===== src/rtl/if_stage_prefetch.sv =====
// Instruction-fetch stage with a prefetch FIFO between the PC and a variable-latency
// instruction memory; handles redirects by flushing the FIFO and dropping wrong-path responses.
module if_stage_prefetch #(
  parameter int unsigned       ADDR_W   = 16,
  parameter int unsigned       INST_W   = 16,
  parameter int unsigned       DEPTH    = 4,
  parameter logic [ADDR_W-1:0] RESET_PC = '0,
  parameter logic [INST_W-1:0] NOP_INST = '0
) (
  input  logic              clk,
  input  logic              rst_n,
  input  logic [1:0]        PCsrc,
  input  logic [ADDR_W-1:0] j_target,
  input  logic [ADDR_W-1:0] i_target,
  input  logic [ADDR_W-1:0] ret_target,
  input  logic              stall,
  input  logic              kill,
  output logic              imem_req,
  output logic [ADDR_W-1:0] imem_addr,
  input  logic              imem_gnt,
  input  logic              imem_rvalid,
  input  logic [INST_W-1:0] imem_rdata,
  output logic              inst_valid,
  output logic [INST_W-1:0] inst_out,
  output logic [ADDR_W-1:0] pc_out,
  output logic [ADDR_W-1:0] npc_out
);

  localparam int unsigned PW = $clog2(DEPTH);
  localparam int unsigned CW = PW + 1;
  localparam int unsigned SW = CW + 1;

  logic [ADDR_W-1:0] fetch_pc;
  logic [CW-1:0]     count;
  logic [CW-1:0]     outstanding;
  logic [CW-1:0]     drop_cnt;
  logic [PW-1:0]     wr_ptr;
  logic [PW-1:0]     rd_ptr;
  logic [PW-1:0]     tag_wr;
  logic [PW-1:0]     tag_rd;

  logic [INST_W-1:0] fifo_inst [DEPTH];
  logic [ADDR_W-1:0] fifo_pc   [DEPTH];
  logic [ADDR_W-1:0] tag_mem   [DEPTH];

  logic              redirect;
  logic              accept;
  logic              resp_keep;
  logic              resp_drop;
  logic              pop;
  logic [ADDR_W-1:0] redirect_pc;
  logic [SW-1:0]     credits_used;

  // Redirect target selection
  always_comb begin
    redirect_pc = fetch_pc;
    case (PCsrc)
      2'd1:    redirect_pc = j_target;
      2'd2:    redirect_pc = i_target;
      2'd3:    redirect_pc = ret_target;
      default: redirect_pc = fetch_pc;
    endcase
  end

  // Every FIFO slot is pre-reserved by an in-flight request, so responses never overflow
  assign credits_used = SW'(count) + SW'(outstanding) + SW'(drop_cnt);
  assign redirect     = (PCsrc != 2'd0) && !stall;
  assign imem_req     = rst_n && !redirect && (credits_used < SW'(DEPTH));
  assign imem_addr    = fetch_pc;
  assign accept       = imem_req && imem_gnt;
  assign resp_drop    = imem_rvalid && (drop_cnt != '0);
  assign resp_keep    = imem_rvalid && (drop_cnt == '0) && !redirect;

  assign inst_valid   = (count != '0);
  assign pop          = inst_valid && !stall && !redirect;

  assign inst_out     = !inst_valid ? '0 : (kill ? NOP_INST : fifo_inst[rd_ptr]);
  assign pc_out       = inst_valid ? fifo_pc[rd_ptr] : '0;
  assign npc_out      = inst_valid ? fifo_pc[rd_ptr] + ADDR_W'(1) : '0;

  // PC, pointers and request accounting
  always_ff @(posedge clk or negedge rst_n) begin
    if (!rst_n) begin
      fetch_pc    <= RESET_PC;
      count       <= '0;
      outstanding <= '0;
      drop_cnt    <= '0;
      wr_ptr      <= '0;
      rd_ptr      <= '0;
      tag_wr      <= '0;
      tag_rd      <= '0;
    end else begin
      if (redirect)
        fetch_pc <= redirect_pc;
      else if (accept)
        fetch_pc <= fetch_pc + ADDR_W'(1);

      if (accept)      tag_wr <= tag_wr + PW'(1);
      if (imem_rvalid) tag_rd <= tag_rd + PW'(1);

      if (redirect) begin
        // A response landing now belongs to the old path: it retires one of the
        // already-dropped requests or one of the outstanding ones being converted.
        count       <= '0;
        rd_ptr      <= wr_ptr;
        outstanding <= '0;
        drop_cnt    <= drop_cnt + outstanding - CW'(imem_rvalid);
      end else begin
        if (resp_keep) wr_ptr <= wr_ptr + PW'(1);
        if (pop)       rd_ptr <= rd_ptr + PW'(1);
        count       <= count + CW'(resp_keep) - CW'(pop);
        outstanding <= outstanding + CW'(accept) - CW'(resp_keep);
        drop_cnt    <= drop_cnt - CW'(resp_drop);
      end
    end
  end

  // Address-tag queue and instruction FIFO storage
  always_ff @(posedge clk) begin
    if (accept)
      tag_mem[tag_wr] <= fetch_pc;
    if (resp_keep) begin
      fifo_inst[wr_ptr] <= imem_rdata;
      fifo_pc[wr_ptr]   <= tag_mem[tag_rd];
    end
    if (rst_n)
      assert (!(resp_keep && (count == CW'(DEPTH))));
  end

endmodule

===== config.mk =====
export PLATFORM = sky130hd
export DESIGN_NAME = if_stage_prefetch
export DESIGN_NICKNAME = d
export VERILOG_FILES = /design/src/rtl/if_stage_prefetch.sv
export SDC_FILE = /design/constraint.sdc
export NUM_CORES = 1
export LEC_CHECK = 0
export ABC_AREA = 1
export CAP_MARGIN = 15
export CORE_MARGIN = 2
export CORE_UTILIZATION = 60
export DETAILED_ROUTE_END_ITERATION = 10
export HOLD_SLACK_MARGIN = 0.06
export MAX_ROUTING_LAYER = met4
export PLACE_DENSITY_LB_ADDON = 0.2
export SLEW_MARGIN = 20
export SYNTH_ARGS = -nofsm -noshare
export SYNTH_HDL_FRONTEND = slang
export SYNTH_SLANG_ARGS = --single-unit

===== constraint.sdc =====
create_clock -name clk -period 4.7 [get_ports clk]
set_clock_uncertainty 0.1 [all_clocks]
set_input_delay 0.94 -clock clk [delete_from_list [all_inputs] [get_ports clk]]
set_output_delay 0.94 -clock clk [all_outputs]
set_load 0.02 [all_outputs]

# == After elaboration in Yosys (flattened, before gate mapping) ==
# Memories as Yosys holds them, arrays and structs flattened.
# Cells that the tools add are included.
# totals
ram_bits,192
input_bits,72
output_inout_bits,66
memories,3
register_bits,33
# mem_list
memory,depth,width,read_ports,rd_clocked_by_memory_dff,write_ports,line_no,text
fifo_inst,4,16,1,0,1,42,logic [INST_W-1:0] fifo_inst [DEPTH];
fifo_pc,4,16,1,0,1,43,logic [ADDR_W-1:0] fifo_pc [DEPTH];
tag_mem,4,16,1,0,1,44,logic [ADDR_W-1:0] tag_mem [DEPTH];
# classes
n_mux,16
n_eq_ne,4
addsub,15
magnitude_cmp,1
reduce_logical,19
bitwise_logic,1
# ops
operator,count
16-bit two-way mux,6
16-bit one-hot mux with 3 select lines,1
16-bit by 1-bit adder with 16-bit output (second input constant),2
3-bit by 1-bit subtractor with 3-bit output,4
1-bit logical AND,9
3-bit two-way mux,3
2-bit by 1-bit adder with 2-bit output (second input constant),4
3-bit by 1-bit adder with 3-bit output,2
2-bit nonzero test,3
3-bit nonzero test,2
3-bit by 3-bit adder with 4-bit output,1
4-bit by 3-bit adder with 4-bit output,1
2-bit equality test (second input constant),2
4-bit by 3-bit less-than comparator with 1-bit output (second input constant),1
1-bit two-way mux,4
2-bit two-way mux,2
4-bit by 1-bit != test with 1-bit output (second input constant),1
2-bit AND reduction,2
3-bit adder,1
3-bit zero test,1
2-bit by 1-bit equality test with 1-bit output (second input constant),1
1-bit zero test,2
1-bit NOT,1

# == Logic depth before layout (Yosys ltp) ==
# Gate-level depths: netlist (run 1).
# logic_depth
word_depth,9
mapped_depth,15

# == Worst setup path before layout (run 1) ==
# No wires, ideal clock.
# synth_path
path_kind,input port to flip-flop
start,in PCsrc[1]
end,"mem fifo_inst[0][0], enable pin"
required_time_ns,4.179
path_stages,5
path_slack_ns,1.193
arrival_ns,2.985
path_cell_list,nor2_1 nor2_4 inv_2 nand3_1 nor2_1
# synth_via
elab_chain_len,6
# synth_rtl
item,line_no,text
"start, declared",12,"input logic [1:0] PCsrc,"
2-bit nonzero test,67,assign redirect = (PCsrc != 2'd0) && !stall;
1-bit logical AND,67,
1-bit zero test,72,assign resp_keep = imem_rvalid && (drop_cnt == '0) && !redirect;
1-bit logical AND,72,
1-bit two-way mux,122,if (resp_keep) begin
1-bit two-way mux (not written as such),123,fifo_inst[wr_ptr] <= imem_rdata;
"end, declared",42,
# No other way between the ends.

# == Worst setup path after layout (run 1) ==
# layout_path
start,reg rd_ptr[0]
end,out npc_out[15]
# layout_via
elab_chain_len,3
# layout_rtl
item,line_no,text
"start, declared",38,logic [PW-1:0] rd_ptr;
"start signal, assigned",105,rd_ptr <= wr_ptr;
"start signal, assigned",110,if (pop) rd_ptr <= rd_ptr + PW'(1);
memory read 4 x 16 bit,n/a,
16-bit by 1-bit adder with 16-bit output,79,assign npc_out = inst_valid ? fifo_pc[rd_ptr] + ADDR_W'(1) : '0;
16-bit two-way mux,79,
"end, declared",26,output logic [ADDR_W-1:0] npc_out
# No other way between the ends.

==> results.ini, run 1 <==
[sta]
finalMaxSlewViolations=0
relSlewSlack=0.273
worstMarginPinSlew_ns=1.09
max_freq_ghz=0.231
fin_crit_sh=0.921
hold_viol_final=0
setup_ws_ns=0.370
setup_viol=0
rsz0062_at_grt=false
tns_ns=0
post-route-min-period_ns=4.33

[setup_path]
crit_path_end_kind=output port
crit_path_max_fanout=36
criticalPathCategory=reg2out
ff2ff_path_depth=14
required_ns=3.66
arrival_ns=3.29
cp-start-kind=flop

[synth]
synth_ff_type=edfxtp_1
seq_area_frac_synth=0.622
avgSynthCellArea_um2=10.5
yosys_register_bits=225
synthArstFlopShare=0.147
yosys.area.top_type_share=0.544
ys_top_cells_by_area=edfxtp_1, dfrtp_1, nand2_1, nor2_1, o21ai_0
synth_edf_count=192
synth_warnings=0
syn_area_um2=10600
yosysUniqueCellTypes=45
yosysTopAreaCell=edfxtp_1
synth_nets=1111
synth_cells=1014

[detailed_routing]
final_antenna_net_count=0
num_vias=7741
drt_wl_total_um=23700
dr.pass1.iters=5
first_iter_violations=640
avgRoutedWirePerCell_um=17.0
drc=0
vias_per_cell=5.55

[clock_network]
cts_setup_buffers=0
clock_sinks=225
hold_buffers=0
htreeDepth=1
cts_resized=0
clk_pin_slew_worst_paths_ns=0.07
root_buffer=clkbuf_16
cts_tree=yes
clk_latency_ns=0.50
cts-buffers-inserted=22
clk_path_buf_depth=3

[global_routing]
met3_usage=0.0441
top_usage_layer=met2
track_usage=0.272
antenna_found_initial=0
grt_start_max_net_pins=47
met1_usage=0.353
overflow=0
grt_pass1_wl_um=38100
gr-usage-met2=0.451
grt_pass1_vias=7662

[worst_hold_path]
hold_path.class=reg2reg
min_path_cells=0

[die]
rows=48
ioPinCount=138
die_h_um=137
start_util=0.613
dieArea_um2=18700
core_um2=17300
die_w_um=137

[power_and_ir_drop]
p_seq_frac=0.338
p_sw_frac=0.402
clkPwrFrac=0.214
power.density_nw_per_um2=666
peakVddDrop_v=0.000499
p_sw_w=0.00347
p_int_w=0.00517
pwr-share-comb=0.448
total_power_w=0.00863
cellLeakagePower_nw=4.97

[layout]
num_antenna_cells=0
layout_common_cells=edfxtp_1, nand2_1, nor2_1
mostFrequentLayoutCell=edfxtp_1
layout.nets=1250
fillers=1173
synthToLayoutAreaGrowth_pct=22.3
drive_above_1_share=0.109

[placement]
dpl_worst_slack_ns=0.944
io_buffers=137
dp_hpwl_um=15500
globalplace.congestion=0.875

[run_status]
status=finished, final reports clean

[run]
cap_violations=0

==> through the flow <==
step	hold slack [ns]	util	cell area (um2)	cells
global placement	0.467	0.705	12200	1354
detailed placement	0.476	0.705	12200	1354
finish	0.482	0.749	13000	1394
floorplan	0.447	-	10600	1014
CTS	0.486	0.749	13000	1394
global route	0.514	0.749	13000	1394
==> layer usage <==
metal,vias to the layer above,wire length [um]
li1,3704,-
met1,3693,9740
met2,308,11900
met3,36,1580
met4,0,392
met5,-,0
==> flip-flops by register name (all words and copies together) (netlist names) <==
register,flops
fifo_inst,64
fifo_pc,64
tag_mem,64
imem_addr,16
count,3
drop_cnt,3
outstanding,3
rd_ptr,2
tag_rd,2
tag_wr,2
wr_ptr,2
==> kinds of logic (layout without fill, tap and decap cells) <==
group                      count (synthesis)  count (layout)  share of synthesized area
and+or+nand+nor                          466             466                      0.199
buffers and inverters                    125             280                     0.0516
adders and majority gates                 25              25                     0.0338
muxes                                      1               1                   0.000944
DFF                                      225             225                      0.622
AOI/OAI and AO/OA                        153             153                     0.0777
xor gates and xnor gates                  19              19                     0.0157
==> power by group through the flow <==
stage	clock network [W]	logic, W	registers [W]
finish	0.00185	0.00387	0.00292
global route	0.00194	0.00428	0.00295
global placement	0	0.00374	0.00293
detailed placement	0	0.00384	0.00295
CTS	0.00186	0.00388	0.00291
floorplan	0	0.00250	0.00292
==> synth_stat cells (2+ instances only) <==
cell and instances:
buf_4 5, o21ai_0 81, inv_2 4, a31oi_1 4, inv_1 75, fa_1 6, xnor2_1 4, edfxtp_1 192
o22ai_1 17, o211ai_1 4, nor2_8 3, a21oi_1 38, o21ai_1 2, nor2_4 4, nand3_2 10, xor2_1 15
nor3_1 7, or2_2 2, nand2_2 22, nor3_2 2, nor2_2 9, buf_2 12, nand3_1 55, clkbuf_1 21
nand2_4 2, nand2_1 174, ha_1 19, nand4_1 3, buf_6 4, dfrtp_1 33, nor2_1 171
==> worst max-delay path, stage by stage (launching register included) <==
cell and delay (ns):
dfrtp_2 0.43, inv_2 0.41, buf_4 0.43, nand2_1 0.12, nand3_1 0.11, nand2_1 0.14, nor2_1 0.15, nand2_1 0.08
nor2_2 0.13, a21oi_1 0.09, nor2_1 0.11, clkdlybuf4s50_1 0.60
==> cell type report <==
type,count,area [um2],area share
Sequential cell,225,6590,0.509
Timing Repair Buffer,159,1540,0.119
Multi-Input combinational cell,664,3470,0.268
Clock buffer,26,576,0.0444
Tap cell,225,282,0.0217
Inverter,81,307,0.0236
Clock inverter,14,195,0.0151
==> final timing paths <==
| path | from | to | slack, ns |
|---|---|---|---|
| worst max-delay path | rd_ptr[0] | npc_out[15] | 0.37 |
| worst min register to register | imem_addr[14] | tag_mem[1][14] | 0.48 |
| worst min-delay path | imem_addr[14] | tag_mem[1][14] | 0.48 |
| worst max register to register | outstanding[1] | outstanding[2] | 1.27 |
| min in group asynchronous | rst_n | imem_addr[0] | 0.81 |
| max in group asynchronous | rst_n | rd_ptr[0] | 3.34 |
Note: power is estimated with default switching activity, not from simulation.
==> inputs of run 2 (changes only) <==
- CELL_PAD_IN_SITES_DETAIL_PLACEMENT: unset -> 2
- CELL_PAD_IN_SITES_GLOBAL_PLACEMENT: unset -> 2
- CORE_UTILIZATION: 60 -> 39
==> results.ini, run 2 (synthesized netlist as in run 1, its figures left out) <==
[sta]
relSlewSlack=0.346
setup_viol=0
tns_ns=0
max_freq_ghz=0.231
fin_crit_sh=0.922
setup_ws_ns=0.368
worstMarginPinSlew_ns=0.980
post-route-min-period_ns=4.33
hold_viol_final=0
finalMaxSlewViolations=0
rsz0062_at_grt=false

[layout]
synthToLayoutAreaGrowth_pct=24.3
fin_cells=1511
largest_registers=fifo_inst (64), fifo_pc (64), tag_mem (64)
fillers=2758
layout_common_cells=edfxtp_1, nand2_1, nor2_1
mostFrequentLayoutCell=edfxtp_1
layout.nets=1249
num_antenna_cells=0
drive_above_1_share=0.110

[detailed_routing]
vias_per_cell=5.25
avgRoutedWirePerCell_um=21.7
num_vias=7939
first_iter_violations=381
drt_wl_total_um=32800
dr.pass1.iters=5
final_antenna_net_count=0
drc=0

[global_routing]
antenna_found_initial=1
grt_start_max_net_pins=37
grt_pass1_wl_um=52200
overflow=0
grt_pass1_vias=9088
track_usage=0.245

[die]
die_w_um=169
die_h_um=169
rows=60
core_um2=26800
dieArea_um2=28500
start_util=0.396
ioPinCount=138

[placement]
dp.cells=1467
dp_hpwl_um=22100
globalplace.congestion=0.789
io_buffers=137
dpl_worst_slack_ns=0.772

[setup_path]
worstPathCellList=inv_4 > nand2_1 > nand3_1 > nand2_2 > ha_1 > inv_1 > nor2_8 > nand2_2 > nor2_4 > nand3_1 > a21oi_1 > clkdlybuf4s50_1
criticalPathCategory=reg2out
required_ns=3.66
crit_path_end_kind=output port
cp-start-kind=flop
crit_path_max_fanout=31
cpMaxStageDelayCell=clkdlybuf4s50_1
cpPeakStageDelay_ns=0.62
arrival_ns=3.29

[clock_network]
htreeDepth=1
cts_tree=yes
clk_path_buf_depth=3
clk_pin_slew_worst_paths_ns=0.06
hold_buffers=0
root_buffer=clkbuf_16
cts-buffers-inserted=24
clk_latency_ns=0.52
cts_resized=0
clock_sinks=225
cts_setup_buffers=0

[power_and_ir_drop]
power.density_nw_per_um2=693
total_power_w=0.00913
peakVddDrop_v=0.000300
cellLeakagePower_nw=5.01

[worst_hold_path]
hold_path.class=in2async

[run_status]
status=finished, final reports clean

[run]
cap_violations=0

[run 2: final cells by class]
cell class	instances	area, um2	area share
repair buffers	156	1510	0.115
clock inverters	15	204	0.0155
flip-flops and latches	225	6590	0.500
multi-input cells	664	3470	0.264
inverters	81	309	0.0235
well taps	341	427	0.0324
clock buffers	29	661	0.0501
[run 2: power by group]
group          internal (W)  switching, W  leakage (nW)
Sequential          0.00262      0.000327          2.12
Clock               0.00128      0.000806         0.426
Combinational       0.00144       0.00265          2.46
[run 2: worst max-delay path: cells and delay by family (launching register included)]
kind / cells / cell delay [ns]
AO/OA/AOI/OAI: 1 / 0.15
adder cells (fa/ha/maj): 1 / 0.17
buffers and inverters: 3 / 0.94
flip-flops: 1 / 0.59
AND/OR/NAND/NOR: 7 / 0.90
[run 2: worst paths after layout]
kind | from | to | slack (ns) | cells past startpoint
min in group clk | imem_addr[14] | tag_mem[3][14] | 0.52 | 0
max in group asynchronous | rst_n | rd_ptr[0] | 3.64 | 2
max | rd_ptr[0] | npc_out[10] | 0.37 | 12
max reg2reg | outstanding[1] | outstanding[2] | 1.06 | 14
min | rst_n | imem_addr[13] | 0.47 | 2
min reg2reg | imem_addr[14] | tag_mem[3][14] | 0.52 | 0
[run 2: per-stage QoR]
step            util  area (um2)  hold WS (ns)
6_report       0.492       13200         0.468
5_1_grt        0.492       13200         0.507
4_1_cts        0.492       13200         0.502
3_5_place_dp   0.459       12300         0.488
3_3_place_gp   0.459       12300         0.458
2_1_floorplan      -       10600         0.447
[run 2: metal layers]
| layer | vias up | track usage | share of wire |
|---|---|---|---|
| met5 | - | - | 0 |
| met4 | 0 | 0.0570 | 0.018 |
| met3 | 47 | 0.0292 | 0.039 |
| met2 | 212 | 0.451 | 0.53 |
| met1 | 3980 | 0.286 | 0.41 |
| li1 | 3700 | - | - |
